### src/rtl/bus_arbiter.sv
// bus_arbiter: round-robin shared-bus arbiter with optional master-0 priority,
// tristate turnaround gap and a BUS_ready watchdog that revokes hung owners.
module bus_arbiter #(
    parameter int NREQ        = 2,
    parameter int IDW         = 1,
    parameter int TURN_CYCLES = 1,
    parameter int TIMEOUT     = 1023,
    parameter int CNT_W       = 10,
    parameter int P0_PRIORITY = 1
) (
    input  logic            clk,
    input  logic            clr,
    input  logic [NREQ-1:0] req,
    input  logic            BUS_ready,
    output logic [NREQ-1:0] grant,
    output logic [IDW-1:0]  owner,
    output logic            bus_busy,
    output logic            bus_err,
    output logic [IDW-1:0]  err_owner
);
    localparam logic [1:0] S_IDLE  = 2'd0;
    localparam logic [1:0] S_GRANT = 2'd1;
    localparam logic [1:0] S_TURN  = 2'd2;

    logic [1:0]      r_state;
    logic [NREQ-1:0] r_grant;
    logic [NREQ-1:0] r_lock;
    logic [IDW-1:0]  r_owner;
    logic [IDW-1:0]  r_rr;
    logic [IDW-1:0]  r_err_owner;
    logic            r_err;
    logic [CNT_W-1:0] r_wd;
    logic [3:0]      r_turn;

    logic [NREQ-1:0] w_elig;
    logic            w_found;
    logic [IDW-1:0]  w_win;
    logic [IDW-1:0]  w_idx;
    logic            w_release;
    logic            w_timeout;
    logic            w_arb;

    // Search starts just after the last winner and wraps modulo NREQ.
    always_comb begin
        w_elig  = req & ~r_lock;
        w_found = 1'b0;
        w_win   = '0;
        w_idx   = r_rr;
        for (int k = 0; k < NREQ; k++) begin
            w_idx = (w_idx == IDW'(NREQ - 1)) ? '0 : w_idx + 1'b1;
            if (!w_found && w_elig[w_idx]) begin
                w_found = 1'b1;
                w_win   = w_idx;
            end
        end
        if (P0_PRIORITY != 0 && w_elig[0]) begin
            w_found = 1'b1;
            w_win   = '0;
        end
    end

    assign w_release = !req[r_owner];
    assign w_timeout = (TIMEOUT != 0) && !BUS_ready && (r_wd == CNT_W'(TIMEOUT - 1));
    assign w_arb     = (r_state == S_IDLE) || (r_state == S_TURN && r_turn == 4'd0);

    always_ff @(posedge clk or negedge clr) begin
        if (!clr) begin
            r_state     <= S_IDLE;
            r_grant     <= '0;
            r_lock      <= '0;
            r_owner     <= '0;
            r_rr        <= IDW'(NREQ - 1);
            r_err_owner <= '0;
            r_err       <= 1'b0;
            r_wd        <= '0;
            r_turn      <= '0;
        end else begin
            r_err  <= 1'b0;
            r_lock <= r_lock & req;
            if (w_arb) begin
                r_state <= w_found ? S_GRANT : S_IDLE;
                if (w_found) begin
                    r_grant <= NREQ'(1) << w_win;
                    r_owner <= w_win;
                    r_rr    <= w_win;
                    r_wd    <= '0;
                end
            end else if (r_state == S_TURN) begin
                r_turn <= r_turn - 1'b1;
            end else if (w_release || w_timeout) begin
                r_grant <= '0;
                r_state <= S_TURN;
                r_turn  <= 4'(TURN_CYCLES - 1);
                // A release in the timeout cycle wins: no error, no lockout.
                if (!w_release) begin
                    r_err       <= 1'b1;
                    r_err_owner <= r_owner;
                    r_lock      <= (r_lock & req) | (NREQ'(1) << r_owner);
                end
            end else begin
                r_wd <= BUS_ready ? '0 : r_wd + 1'b1;
            end
        end
    end

    assign grant     = r_grant;
    assign owner     = r_owner;
    assign bus_busy  = |r_grant;
    assign bus_err   = r_err;
    assign err_owner = r_err_owner;
endmodule

### config.mk
export PLATFORM = sky130hd
export DESIGN_NAME = bus_arbiter
export DESIGN_NICKNAME = d
export VERILOG_FILES = /design/src/rtl/bus_arbiter.sv
export SDC_FILE = /design/constraint.sdc
export NUM_CORES = 1
export LEC_CHECK = 0
export CAP_MARGIN = 20
export CORE_MARGIN = 2
export CORE_UTILIZATION = 55
export CTS_BUF_LIST = sky130_fd_sc_hd__clkbuf_4 sky130_fd_sc_hd__clkbuf_8
export DETAILED_ROUTE_END_ITERATION = 10
export PLACE_DENSITY = 0.76
export SLEW_MARGIN = 20
export SYNTH_ARGS = -nofsm -noshare
export SYNTH_HDL_FRONTEND = slang
export SYNTH_SLANG_ARGS = --single-unit
### constraint.sdc
create_clock -name clk -period 3.52 [get_ports clk]
set_input_delay 0.704 -clock clk [delete_from_list [all_inputs] [get_ports clk]]
set_output_delay 0.704 -clock clk [all_outputs]
set_load 0.05 [all_outputs]
; Word-level counts from Yosys, hierarchy flattened
; Cells that the tools add are included.
; Widths: inputs -> output; s select.
[word_totals]
reg_bits = 24
latchBits = 0
ram_bits = 0
mem_bits_ro = 0
in_bits = 5
memories = 0
[classes]
add_sub_neg = 4
mul = 0
n_div = 0
magnitude_cmp = 3
eq_ne = 5
shift = 2
mux = 37
bitwise_logic = 6
reduce_logical = 19
[op_table]
columns = op, count
row1 = $mux 10, 5
row2 = $mux 2, 11
row3 = $mux 1, 19
row4 = $add 10x1->10 const B, 1
row5 = $eq 10x10->1 const B, 1
row6 = $mux 4, 2
row7 = $lt 1x2->1 const B, 3
row8 = $ne 2x2->1 const B, 3
row9 = $reduce_and 2->1, 3
row10 = $reduce_and 3->1, 2
row11 = $and 2x2->2, 2
row12 = $logic_not 4->1, 1
row13 = $reduce_and 4->1, 1
row14 = $reduce_bool 2->1, 2
row15 = $shl 1x1->2 const A, 2
row16 = $sub 4x1->4 const B, 1
row17 = $logic_and 1x1->1, 3
row18 = $logic_not 1->1, 3
row19 = $add 1x1->1 const B, 2
row20 = $eq 2x2->1 const B, 1
row21 = $logic_not 2->1, 1
row22 = $logic_or 1x1->1, 2
row23 = $not 1->1, 2
row24 = $not 2->2, 1
row25 = 2 further kinds, 2

; Logic depth before layout (Yosys ltp)
[logic_depth]
depth_word = 12
mapped_depth = 7
ltp_nobuf = 6

; Worst setup path before layout
; No wires, ideal clock.
[synth_path]
path_kind = flip-flop to flip-flop
start = register r_owner (netlist: owner)
end = register r_wd[9]
setup_time_ns = 0.129
arrival_ns = 1.734
required_ns = 3.391
slack_ns = 1.657
stages_incl_launch_ff = 6
path_buffers = 1
path_cell_list = dfrtp_1 mux2_2 and2_1 buf_1 a41oi_1 a31oi_2
[synth_via]
elab_chain_cells = 6
[synth_rtl]
columns = element, line_no
row1 = "start, declared", 28  ; logic [IDW-1:0] r_owner;
row2 = "start signal, assigned", 84  ; r_owner <= w_win;
row3 = $mux 1 (implied by the code) (2 in series), 62  ; assign w_release = !req[r_owner];
row4 = $logic_not 1->1, 62
row5 = $logic_or 1x1->1, 90  ; end else if (w_release || w_timeout) begin
row6 = $ne 2x2->1 (no source line), --
row7 = $reduce_and 3->1 (no source line), --
row8 = "end signal, assigned", 101  ; r_wd <= BUS_ready ? '0 : r_wd + 1'b1;
row9 = "end, declared", 32  ; logic [CNT_W-1:0] r_wd;
; Every way passes these cells. The select of a mux whose other input is x is not followed.
; A chain may end at the register's enable or synchronous reset.

; Final worst setup path
[layout_path]
start = register r_grant[1] (netlist: grant[1])
end = output port bus_busy
[layout_via]
elab_chain_cells = 1
[layout_rtl]
columns = element, line_no
row1 = "start, declared", 26  ; logic [NREQ-1:0] r_grant;
row2 = "start signal, assigned", 83  ; r_grant <= NREQ'(1) << w_win;
row3 = $reduce_or 2->1, 108  ; assign bus_busy = |r_grant;
row4 = "end, declared", 17  ; output logic bus_busy,
; Every way passes these cells.

==> reports/results.tsv <==
stage	metric	value	unit
status	status	completed	
power_and_ir_drop	Leakage	0.5848	nW
setup_path	CP arrival	1.70	ns
sta	Layout Skew	0.008983	ns
synthesis	synthesis-stage register bit count	23	
cts	H-Tree Depth	1	
cts	Worst-path clk slew	0.13	ns
setup_path	R2R Setup Slk	1.38	ns
sta	Slew headroom	46.08	%
sta	setup_tns	0	ns
floorplan	die area	0.002709	sq mm
setup_path	Worst R2R Start	r_turn[0]$_DFFE_PN0P_	
grt	first-pass GRT wire length	4471	um
setup_path	R2R cell count	6	
cts	Post-CTS Resized	0	
placement	DP HPWL	1857	um
setup_path	Worst Path Max Fanout	4	
synthesis	gate count of the mapped netlist	130	
floorplan	Die Height	52.05	um
synthesis	largest area contributor in the netlist	dfrtp_1	
setup_path	critical path, cell by cell	or2_2 -> clkdlybuf4s50_1	
synthesis	top-area cell type share of the netlist area	45.32	%
cts	TritonCTS buffer count	3	
setup_path	Top delay family on crit path	buffers and inverters	
hold_path	Hold/Removal Path Class	in2async	
final_layout	fin nets	150	
grt	All-Layer GR Usage	22.07	%
floorplan	row cnt	17	
synthesis	ys async rst share	100.0	%
cts	root buf cell	clkbuf_4	
final_layout	antenna fix cells	0	
setup_path	Req. time, crit path	2.82	ns
setup_path	Slowest cell on crit path	clkdlybuf4s50_1	
routing	ANT nets after route	0	
synthesis	Synth cell types	42	
final_layout	Layout Cells excl Fill	169	
sta	Slew Viols, Final	0	
grt	initial antenna violation count	0	
synthesis	average footprint of a synthesized cell	9.769	sq um
placement	Area after DPL	0.001386	sq mm
setup_path	reg-to-reg endpoint	r_wd[1]$_DFFE_PN0P_	
sta	Hold Vio Cnt, Final	0	
synthesis	Netlist Area Pre-Place	0.001270	sq mm
synthesis	EDFF count, synth	0	
routing	Residual DRC	0	
synthesis	Top FF cell, synth	dfrtp_1	
synthesis	ranking of synthesized cells by area	dfrtp_1 45%, a31oi_1 4.9%, nand2_1 4.1%, a31oi_2 3.0%, ha_1 3.0%	
run	MaxCap Viol Count	0	
sta	Tmin final	2.405	ns
cts	clock latency on the worst-skew pair	0.30	ns
floorplan	Core Region	0.002191	sq mm
cts	hold buffers post-CTS	0	
grt	pin count of the biggest net entering global routing	24	
floorplan	Initial Utilization	57.97	%
final_layout	Area Overhead vs Synth	11.13	%
placement	Port Buf Inserts	10	
sta	setup violators final	0	
placement	final RePlAce weighted congestion	0.8311	
power_and_ir_drop	Peak supply drop	446.4	uV
setup_path	Buf/Inv on CP	1	
routing	DR iter-0 viols	28	
setup_path	CP Class	reg2out	
cts	CTS tree	yes	
grt	gr ovfl total	0	
routing	via/cell ratio	6.320	
cts	TritonCTS Sinks	23	
placement	Inst Count DP	165	
setup_path	CP Launch Type	flip-flop	
setup_path	delay of the slowest critical-path stage	0.70	ns
final_layout	share of cells above drive strength 1	11.35	%
routing	WL/cell	14.85	um
synthesis	Mapped Nets	138	
floorplan	die width	52.05	um
power_and_ir_drop	pwr dens	580.6	mW/mm^2
routing	drt first pass iters	4	
setup_path	Crit. End Element	output port	
sta	RSZ-0062 raised after global routing	no	
cts	post-CTS setup buffer count	0	
power_and_ir_drop	Final Total Pwr	0.8194	mW
sta	Max Fclk	415.7	MHz
cts	maximum root-to-sink buffer count	2	
final_layout	Util after Layout	64.42	%
final_layout	design area	0.001411	sq mm
floorplan	num ports	11	
synthesis	sequential element share of the synthesized area	45.32	%
routing	routed vias	1068	
sta	Worst Tran Pin Value	0.7975	ns
grt	number of global-route vias before repair	987	
sta	Final Cycle Share	68.34	%
routing	WL final	2509	um
synthesis	Ys Warns	0	
## through the flow
stage	hold slack, ns	setup WS, ns
after floorplan	0.4084	1.657
after global placement	0.5018	1.137
after detailed placement	0.4982	1.096
after CTS	0.5208	1.103
after global routing	0.3809	1.056
final	0.3508	1.115
## cells in the mapped netlist, types with 2 or more instances
cell type / count
xor2_1: 2
ha_1: 3
o22ai_1: 3
and3_1: 3
or3_1: 2
and4_1: 3
nor2_1: 4
a21oi_1: 5
o21ai_0: 3
or2_2: 2
nor3_1: 4
nand2_1: 14
dfrtp_1: 23
a41oi_1: 2
nand3_1: 7
o21ai_1: 2
o2bb2ai_1: 3
o21a_1: 2
a31oi_1: 10
inv_1: 6
a31oi_2: 3
nor2b_1: 4
## area by class of cell
class | instances | area (sq um)
Clock buffer | 4 | 30.03
Tap cell | 28 | 35.03
Sequential cell | 23 | 575.6
Fill cell | 178 | 779.5
Multi-Input combinational cell | 98 | 653.1
Inverter | 6 | 22.52
Timing Repair Buffer | 10 | 95.09
## flip-flops by register name (all words and copies together) (netlist names)
name,cells
r_wd,10
r_turn,4
grant,2
r_lock,2
r_state,2
bus_err,1
err_owner,1
owner,1
## placed cells by master (no fill, tap or decap), types with 2 or more instances in the layout
cell type	synthesis	layout
a21oi_1	5	5
inv_1	6	6
or3_1	2	2
clkdlybuf4s50_1	0	9
and4_1	3	3
o2bb2ai_1	3	3
a41oi_1	2	2
o21a_1	2	2
nor2_1	4	4
or2_2	2	2
nand2_1	14	14
a31oi_2	3	3
o21ai_0	3	3
nand3_1	7	7
o21ai_1	2	2
ha_1	3	3
o22ai_1	3	3
a31oi_1	10	10
nor2b_1	4	4
and3_1	3	3
xor2_1	2	2
dfrtp_1	23	23
nor3_1	4	4
clkbuf_4	0	4
## routing by layer
layer	track usage [%]	wire length [um]	up-vias	share of wire, %
li1	-	-	520	-
met1	32.45	1157	517	46
met2	33.76	1196	29	48
met3	4.598	140	2	5.6
met4	4.386	14	0	0.56
met5	0	0	-	0
## worst max path at each step
stage	from	to	slack, ns	cells past startpoint
after floorplan	owner$_DFFE_PN0P_	r_wd[9]$_DFFE_PN0P_	1.66	5
after global placement	req[0]	r_wd[1]$_DFFE_PN0P_	1.14	5
after detailed placement	req[0]	r_wd[1]$_DFFE_PN0P_	1.10	5
after CTS	grant[1]$_DFFE_PN0P_	bus_busy	1.10	2
after global routing	grant[1]$_DFFE_PN0P_	bus_busy	1.06	2
final	grant[1]$_DFFE_PN0P_	bus_busy	1.11	2
## cell families (layout without fill, tap and decap cells)
| logic type | count (synthesis) | in the layout | share of synthesized area (%) |
|---|---|---|---|
| xor+xnor | 3 | 3 | 2.069 |
| compound gates | 39 | 39 | 21.97 |
| mux | 2 | 2 | 2.069 |
| buf+inv | 9 | 20 | 3.250 |
| fa+ha+maj | 3 | 3 | 2.956 |
| simple gates | 51 | 51 | 22.37 |
| flops | 23 | 23 | 45.32 |
## report_power, final
part / leakage [nW] / switching, mW / total [mW] / internal (mW)
registers: 0.307 / 0.0662 / 0.367 / 0.301
logic: 0.260 / 0.211 / 0.326 / 0.115
clock network: 0.0184 / 0.0744 / 0.126 / 0.0518
No activity file was read; power rests on OpenSTA's default activity.
